`src/rtl/instruction_fetch_unit.sv`:
```
// ---------------------------------------------------------------------------
// instruction_fetch_unit
//
// Front-end stage feeding the instruction decoder. It owns the fetch PC,
// issues in-order word requests to instruction memory, buffers the returned
// words in a small FIFO and hands {instruction, pc} to decode over a
// valid/ready handshake. A redirect flushes the buffer, restarts fetch at the
// new PC and silently discards every response that was already in flight.
//
// Parameters
//   RESET_PC    fetch address after reset (word-aligned)
//   FIFO_DEPTH  instruction buffer entries (power of 2, >= 2)
//
// Ports
//   i_clk, i_rst_n            clock (rising edge), async active-low reset
//   o_imem_req_valid/addr     fetch request to memory
//   i_imem_req_ready          memory accepts the request
//   i_imem_rsp_valid/data/err in-order response from memory
//   i_redirect/_pc            one-cycle restart pulse and target PC
//   o_valid, i_ready          decode-side handshake
//   o_instruction, o_pc       buffered instruction and its PC (NOP when idle)
//   o_fetch_fault             entry is a bus error or misaligned-PC fault
// ---------------------------------------------------------------------------
module instruction_fetch_unit #(
  parameter logic [31:0] RESET_PC   = 32'h0000_0000,
  parameter int          FIFO_DEPTH = 2
) (
  input  logic        i_clk,
  input  logic        i_rst_n,
  output logic        o_imem_req_valid,
  input  logic        i_imem_req_ready,
  output logic [31:0] o_imem_addr,
  input  logic        i_imem_rsp_valid,
  input  logic [31:0] i_imem_rsp_data,
  input  logic        i_imem_rsp_err,
  input  logic        i_redirect,
  input  logic [31:0] i_redirect_pc,
  output logic        o_valid,
  input  logic        i_ready,
  output logic [31:0] o_instruction,
  output logic [31:0] o_pc,
  output logic        o_fetch_fault
);

  localparam int          PTR_W   = $clog2(FIFO_DEPTH);
  localparam int          CNT_W   = PTR_W + 1;
  localparam logic [CNT_W:0] DEPTH_W = (CNT_W + 1)'(FIFO_DEPTH);
  localparam logic [31:0] NOP     = 32'h0000_0013;

  typedef enum logic {
    ST_RUN   = 1'b0,
    ST_FAULT = 1'b1
  } state_e;

  state_e            state_q, state_d;
  logic [31:0]       pc_q, pc_d;
  logic              req_valid_q, req_valid_d;
  logic [CNT_W-1:0]  outstanding_q, outstanding_d;
  logic [CNT_W-1:0]  drop_q, drop_d;
  logic [PTR_W-1:0]  tag_wr_q, tag_wr_d;
  logic [PTR_W-1:0]  tag_rd_q, tag_rd_d;
  logic [PTR_W-1:0]  fifo_wr_q, fifo_wr_d;
  logic [PTR_W-1:0]  fifo_rd_q, fifo_rd_d;
  logic [CNT_W-1:0]  fifo_cnt_q, fifo_cnt_d;

  // PC tags of issued requests, consumed in order as responses return.
  logic [31:0]       tag_mem [FIFO_DEPTH];
  // Instruction buffer storage.
  logic [31:0]       fifo_data_mem  [FIFO_DEPTH];
  logic [31:0]       fifo_pc_mem    [FIFO_DEPTH];
  logic              fifo_fault_mem [FIFO_DEPTH];

  logic              fifo_we;
  logic [PTR_W-1:0]  fifo_widx;
  logic [31:0]       fifo_wdata;
  logic [31:0]       fifo_wpc;
  logic              fifo_wfault;
  logic [CNT_W:0]    credit_sum;

  logic fire;
  logic rsp_push;
  logic pop;
  logic misaligned;

  // A redirect withdraws a pending request in the same cycle it arrives.
  assign o_imem_req_valid = req_valid_q & ~i_redirect;
  assign o_imem_addr      = pc_q;
  assign fire             = o_imem_req_valid & i_imem_req_ready;

  // Responses are kept only when nothing stale is still ahead of them and
  // no flush is happening this cycle.
  assign rsp_push   = i_imem_rsp_valid & (drop_q == '0) & ~i_redirect;
  assign pop        = o_valid & i_ready & ~i_redirect;
  assign misaligned = i_redirect & (i_redirect_pc[1:0] != 2'b00);

  assign o_valid       = (fifo_cnt_q != '0);
  assign o_instruction = o_valid ? fifo_data_mem[fifo_rd_q] : NOP;
  assign o_pc          = o_valid ? fifo_pc_mem[fifo_rd_q] : pc_q;
  assign o_fetch_fault = o_valid & fifo_fault_mem[fifo_rd_q];

  // Next-state logic. The request valid is registered from the post-update
  // state, so it equals the credit rule evaluated on the current cycle's
  // counters while staying low throughout reset.
  always_comb begin
    state_d       = state_q;
    pc_d          = pc_q;
    outstanding_d = outstanding_q + CNT_W'(fire) - CNT_W'(i_imem_rsp_valid);
    drop_d        = drop_q;
    tag_wr_d      = tag_wr_q + PTR_W'(fire);
    tag_rd_d      = tag_rd_q + PTR_W'(i_imem_rsp_valid);
    fifo_wr_d     = fifo_wr_q;
    fifo_rd_d     = fifo_rd_q;
    fifo_cnt_d    = fifo_cnt_q + CNT_W'(rsp_push) - CNT_W'(pop);
    fifo_we       = 1'b0;
    fifo_widx     = fifo_wr_q;
    fifo_wdata    = i_imem_rsp_data;
    fifo_wpc      = tag_mem[tag_rd_q];
    fifo_wfault   = i_imem_rsp_err;

    if (fire) begin
      pc_d = pc_q + 32'd4;
    end

    if (i_imem_rsp_valid && (drop_q != '0)) begin
      drop_d = drop_q - CNT_W'(1);
    end

    if (rsp_push) begin
      fifo_we   = 1'b1;
      fifo_wr_d = fifo_wr_q + PTR_W'(1);
      if (i_imem_rsp_err) begin
        state_d = ST_FAULT;
      end
    end

    if (pop) begin
      fifo_rd_d = fifo_rd_q + PTR_W'(1);
    end

    // Everything still in flight becomes stale, including responses that
    // were already being dropped from an earlier redirect.
    if (i_redirect) begin
      pc_d       = {i_redirect_pc[31:2], 2'b00};
      drop_d     = outstanding_q - CNT_W'(i_imem_rsp_valid);
      fifo_wr_d  = '0;
      fifo_rd_d  = '0;
      fifo_cnt_d = '0;
      fifo_we    = 1'b0;
      state_d    = ST_RUN;
      if (misaligned) begin
        state_d     = ST_FAULT;
        fifo_we     = 1'b1;
        fifo_widx   = '0;
        fifo_wdata  = NOP;
        fifo_wpc    = i_redirect_pc;
        fifo_wfault = 1'b1;
        fifo_wr_d   = PTR_W'(1);
        fifo_cnt_d  = CNT_W'(1);
      end
    end

    // Stale responses still hold credits until they return.
    credit_sum  = {1'b0, outstanding_d} + {1'b0, fifo_cnt_d};
    req_valid_d = (state_d == ST_RUN) && (credit_sum < DEPTH_W);
  end

  // Control state, including the RUN/FAULT machine.
  always_ff @(posedge i_clk or negedge i_rst_n) begin
    if (!i_rst_n) begin
      state_q       <= ST_RUN;
      pc_q          <= RESET_PC;
      req_valid_q   <= 1'b0;
      outstanding_q <= '0;
      drop_q        <= '0;
      tag_wr_q      <= '0;
      tag_rd_q      <= '0;
      fifo_wr_q     <= '0;
      fifo_rd_q     <= '0;
      fifo_cnt_q    <= '0;
    end else begin
      state_q       <= state_d;
      pc_q          <= pc_d;
      req_valid_q   <= req_valid_d;
      outstanding_q <= outstanding_d;
      drop_q        <= drop_d;
      tag_wr_q      <= tag_wr_d;
      tag_rd_q      <= tag_rd_d;
      fifo_wr_q     <= fifo_wr_d;
      fifo_rd_q     <= fifo_rd_d;
      fifo_cnt_q    <= fifo_cnt_d;
    end
  end

  // Storage arrays need no reset; occupancy is tracked by the counters.
  always_ff @(posedge i_clk) begin
    if (fire) begin
      tag_mem[tag_wr_q] <= pc_q;
    end
    if (fifo_we) begin
      fifo_data_mem[fifo_widx]  <= fifo_wdata;
      fifo_pc_mem[fifo_widx]    <= fifo_wpc;
      fifo_fault_mem[fifo_widx] <= fifo_wfault;
    end
  end

endmodule
```
`config.mk`:
```
export PLATFORM = sky130hd
export DESIGN_NAME = instruction_fetch_unit
export DESIGN_NICKNAME = d
export VERILOG_FILES = /design/src/rtl/instruction_fetch_unit.sv
export SDC_FILE = /design/constraint.sdc
export NUM_CORES = 1
export LEC_CHECK = 0
export CAP_MARGIN = 20
export CORE_MARGIN = 2
export CORE_UTILIZATION = 25
export CTS_CLUSTER_SIZE = 12
export DETAILED_ROUTE_END_ITERATION = 8
export GPL_ROUTABILITY_DRIVEN = 0
export GPL_TIMING_DRIVEN = 0
export SLEW_MARGIN = 20
export SYNTH_ARGS = -nofsm -noshare
export SYNTH_HDL_FRONTEND = slang
export SYNTH_SLANG_ARGS = --single-unit
```
`constraint.sdc`:
```
create_clock -name i_clk -period 14.1 [get_ports i_clk]
set_input_delay 2.115 -clock i_clk [delete_from_list [all_inputs] [get_ports i_clk]]
set_output_delay 2.115 -clock i_clk [all_outputs]
set_load 0.02 [all_outputs]
```
==> results_dict.tcl <==
set metrics [dict create \
    ys_seq_area_frac 0.6600 \
    clock_sinks 232 \
    cts_tree "built" \
    cts-htree-levels 1 \
    die_x_um 206.4 \
    final_max_slew_viol_count 0 \
    cts_buffer_depth 3 \
    rsz0062_at_grt "false" \
    clk_pin_slew_worst_paths_ns 0.06 \
    synth_top_cell_by_area "edfxtp_1" \
    r2r_slack_ns 10.70 \
    synth_top_area_frac 0.5573 \
    row_count 74 \
    dr_total_vias 7060 \
    nets 1090 \
    post_cts_buffers 0 \
    path_class "input port to output port" \
    multi_input_area_sq_um 3234 \
    irDropWorstVdd_mv 0.08184 \
    internal-power_mw 1.522 \
    wire_per_inst_um 18.44 \
    period_needed_ns 6.516 \
    yosys_warnings 0 \
    antenna_found_initial 0 \
    dp_hpwl_um 20940 \
    drtIter0Drc 375 \
    firstDrtPassIters 5 \
    grt_pass1_vias 7186 \
    end_kind "output port" \
    cp-start-kind "input port" \
    power_mw 2.205 \
    synth_common_cells "190 x edfxtp_1, 96 x mux2i_1, 87 x nor2_1, 77 x nand2_1, 50 x o21ai_0" \
    synth_area_sq_um 10240 \
    synth_enable_flop_cells 190 \
    hold_path.class "register to register" \
    drv_cap 0 \
    yosys-top-cells-area "edfxtp_1 56%, dfrtp_1 10%, mux2i_1 9.4%, nor2_1 3.2%, nand2_1 2.8%" \
    ys_seq_elements 232 \
    switchingPower_mw 0.6830 \
    remaining_drc_errors 0 \
    ant_nets 0 \
    status "finished clean" \
    setup_tns_ns 0 \
    vias_per_cell 4.517 \
    p_seq_frac 0.395 \
    postCtsHoldBufs 0 \
    clock_power_share 0.312 \
    synthArstFlopShare 0.1810 \
    core_area_sq_um 40650 \
    portBuffers 167 \
    fp.dieH_um 206.4 \
    required_ns 11.98 \
    power_density_nw_per_um2 160.0 \
    netlist_instances 801 \
    comb_power_share 0.293 \
    grt_pass1_wl_um 43150 \
    fin_skew_ns 0.01371 \
    wl_um 28820 \
    synth_area_per_cell_sq_um 12.78 \
    overflow 0 \
    worstMarginPinSlew_ns 0.9417 \
    synth_most_common_cell "edfxtp_1" \
    slew_headroom 0.3722 \
    switching_share 0.3098 \
    gr-usage-all-layers 0.1352 \
    setup_viol 0 \
    fp.dieArea_sq_um 42580 \
    area_growth_pct 34.58 \
    fill_cells 4008 \
    fmax_mhz 153.5 \
    cts_resized 0 \
    regArea_sq_um 6756 \
    cts_made_buffers 27 \
    drive_gt1_frac 0.06796 \
    worstPathArrival_ns 4.40 \
    finalHoldViolCount 0 \
    grt_start_max_net_pins 23 \
    clock_latency_ns 0.55 \
    synth_cell_types 45 \
    crit_fanout 10 \
    io_pins 170 \
    p_leak_nw 4.800 \
    start_util 0.2519 \
    synth_ff_type "edfxtp_1" \
    finalCritPeriodShare 0.4621 \
    cts-root-buf "clkbuf_16" \
]
metrics by stage:
step | utilization | cells | setup WS (ns) | hold slack, ns | instance area (sq um)
after global placement | 0.3095 | 1501 | 1.738 | 0.5165 | 12580
after global routing | 0.3389 | 1562 | 7.443 | 0.5558 | 13770
after CTS | 0.3389 | 1562 | 7.556 | 0.5405 | 13770
after detailed placement | 0.3174 | 1512 | 7.563 | 0.5223 | 12900
after floorplan | - | 802 | 6.288 | 0.4921 | 10240
final | 0.3389 | 1563 | 7.584 | 0.5469 | 13780
cell usage in the layout, fill, tap and decap left out, types with 8 or more instances in the layout:
cell and count:
a21oi_1 31, and2_1 34, buf_16 11, clkbuf_1 40, clkbuf_16 27, clkdlybuf4s50_1 166, dfrtp_1 42, edfxtp_1 190
inv_1 17, mux2i_1 96, nand2_1 77, nand3_1 17, nand4_1 10, nor2_1 86, nor3_1 8, o21ai_0 49
o311ai_0 8, xnor2_1 13
area by class of cell:
class | instances | share of cell area
Multi-Input combinational cell | 506 | 0.2348
Clock inverter | 15 | 0.01153
Antenna cell | 1 | 0.0001816
Tap cell | 532 | 0.04832
Sequential cell | 232 | 0.4904
Inverter | 17 | 0.004632
Clock buffer | 35 | 0.05195
Buffer | 47 | 0.01526
Timing Repair Buffer | 178 | 0.1429
logic make-up after synthesis:
kind of cell | Yosys count | synth area share
other | 1 | 0.0003663
AO/OA/AOI/OAI | 112 | 0.06380
AND/OR/NAND/NOR | 266 | 0.1252
adder cells (fa/ha/maj) | 10 | 0.01296
buffers and inverters | 64 | 0.02676
flip-flops | 232 | 0.6600
XOR/XNOR | 20 | 0.01711
multiplexers | 96 | 0.09386
critical path, stage by stage:
cell	delay (ns)
clkdlybuf4s50_1	0.55
clkbuf_1	0.48
buf_1	0.49
nor2b_1	0.18
clkdlybuf4s50_1	0.58
state kept, by name (all words and copies together), names as in the netlist:
signal,count
outstanding_q,2
fifo_fault_mem,2
state_q,1
tag_wr_q,1
fifo_wr_q,1
o_imem_addr,30
tag_rd_q,1
tag_mem,60
fifo_pc_mem,64
drop_q,2
req_valid_q,1
fifo_rd_q,1
fifo_cnt_q,2
fifo_data_mem,64
layer usage:
| metal | up-vias | global-route usage | part of all wire |
|---|---|---|---|
| li1 | 3355 | - | - |
| met1 | 3447 | 0.1787 | 0.44 |
| met2 | 221 | 0.2276 | 0.48 |
| met3 | 37 | 0.02444 | 0.061 |
| met4 | 0 | 0.03597 | 0.017 |
| met5 | - | 0 | 0 |
worst paths after layout:
kind | end | cells past startpoint | from
hold reg to reg | tag_mem[1][6] | 0 | o_imem_addr[6]
setup / recovery | o_imem_req_valid | 5 | i_redirect
min in group asynchronous | o_imem_addr[25] | 1 | i_rst_n
hold / removal | tag_mem[1][6] | 0 | o_imem_addr[6]
max in group asynchronous | o_imem_addr[6] | 2 | i_rst_n
setup reg to reg | req_valid_q | 13 | fifo_cnt_q[1]
power by group through the flow:
stage	combinational, mW	sequential, mW	clock (mW)
6_report	0.646	0.870	0.688
4_1_cts	0.658	0.870	0.709
5_1_grt	0.701	0.878	0.737
3_3_place_gp	0.628	0.891	0
3_5_place_dp	0.654	0.884	0
2_1_floorplan	0.350	0.885	0
No activity file was read; power rests on OpenSTA's default activity.
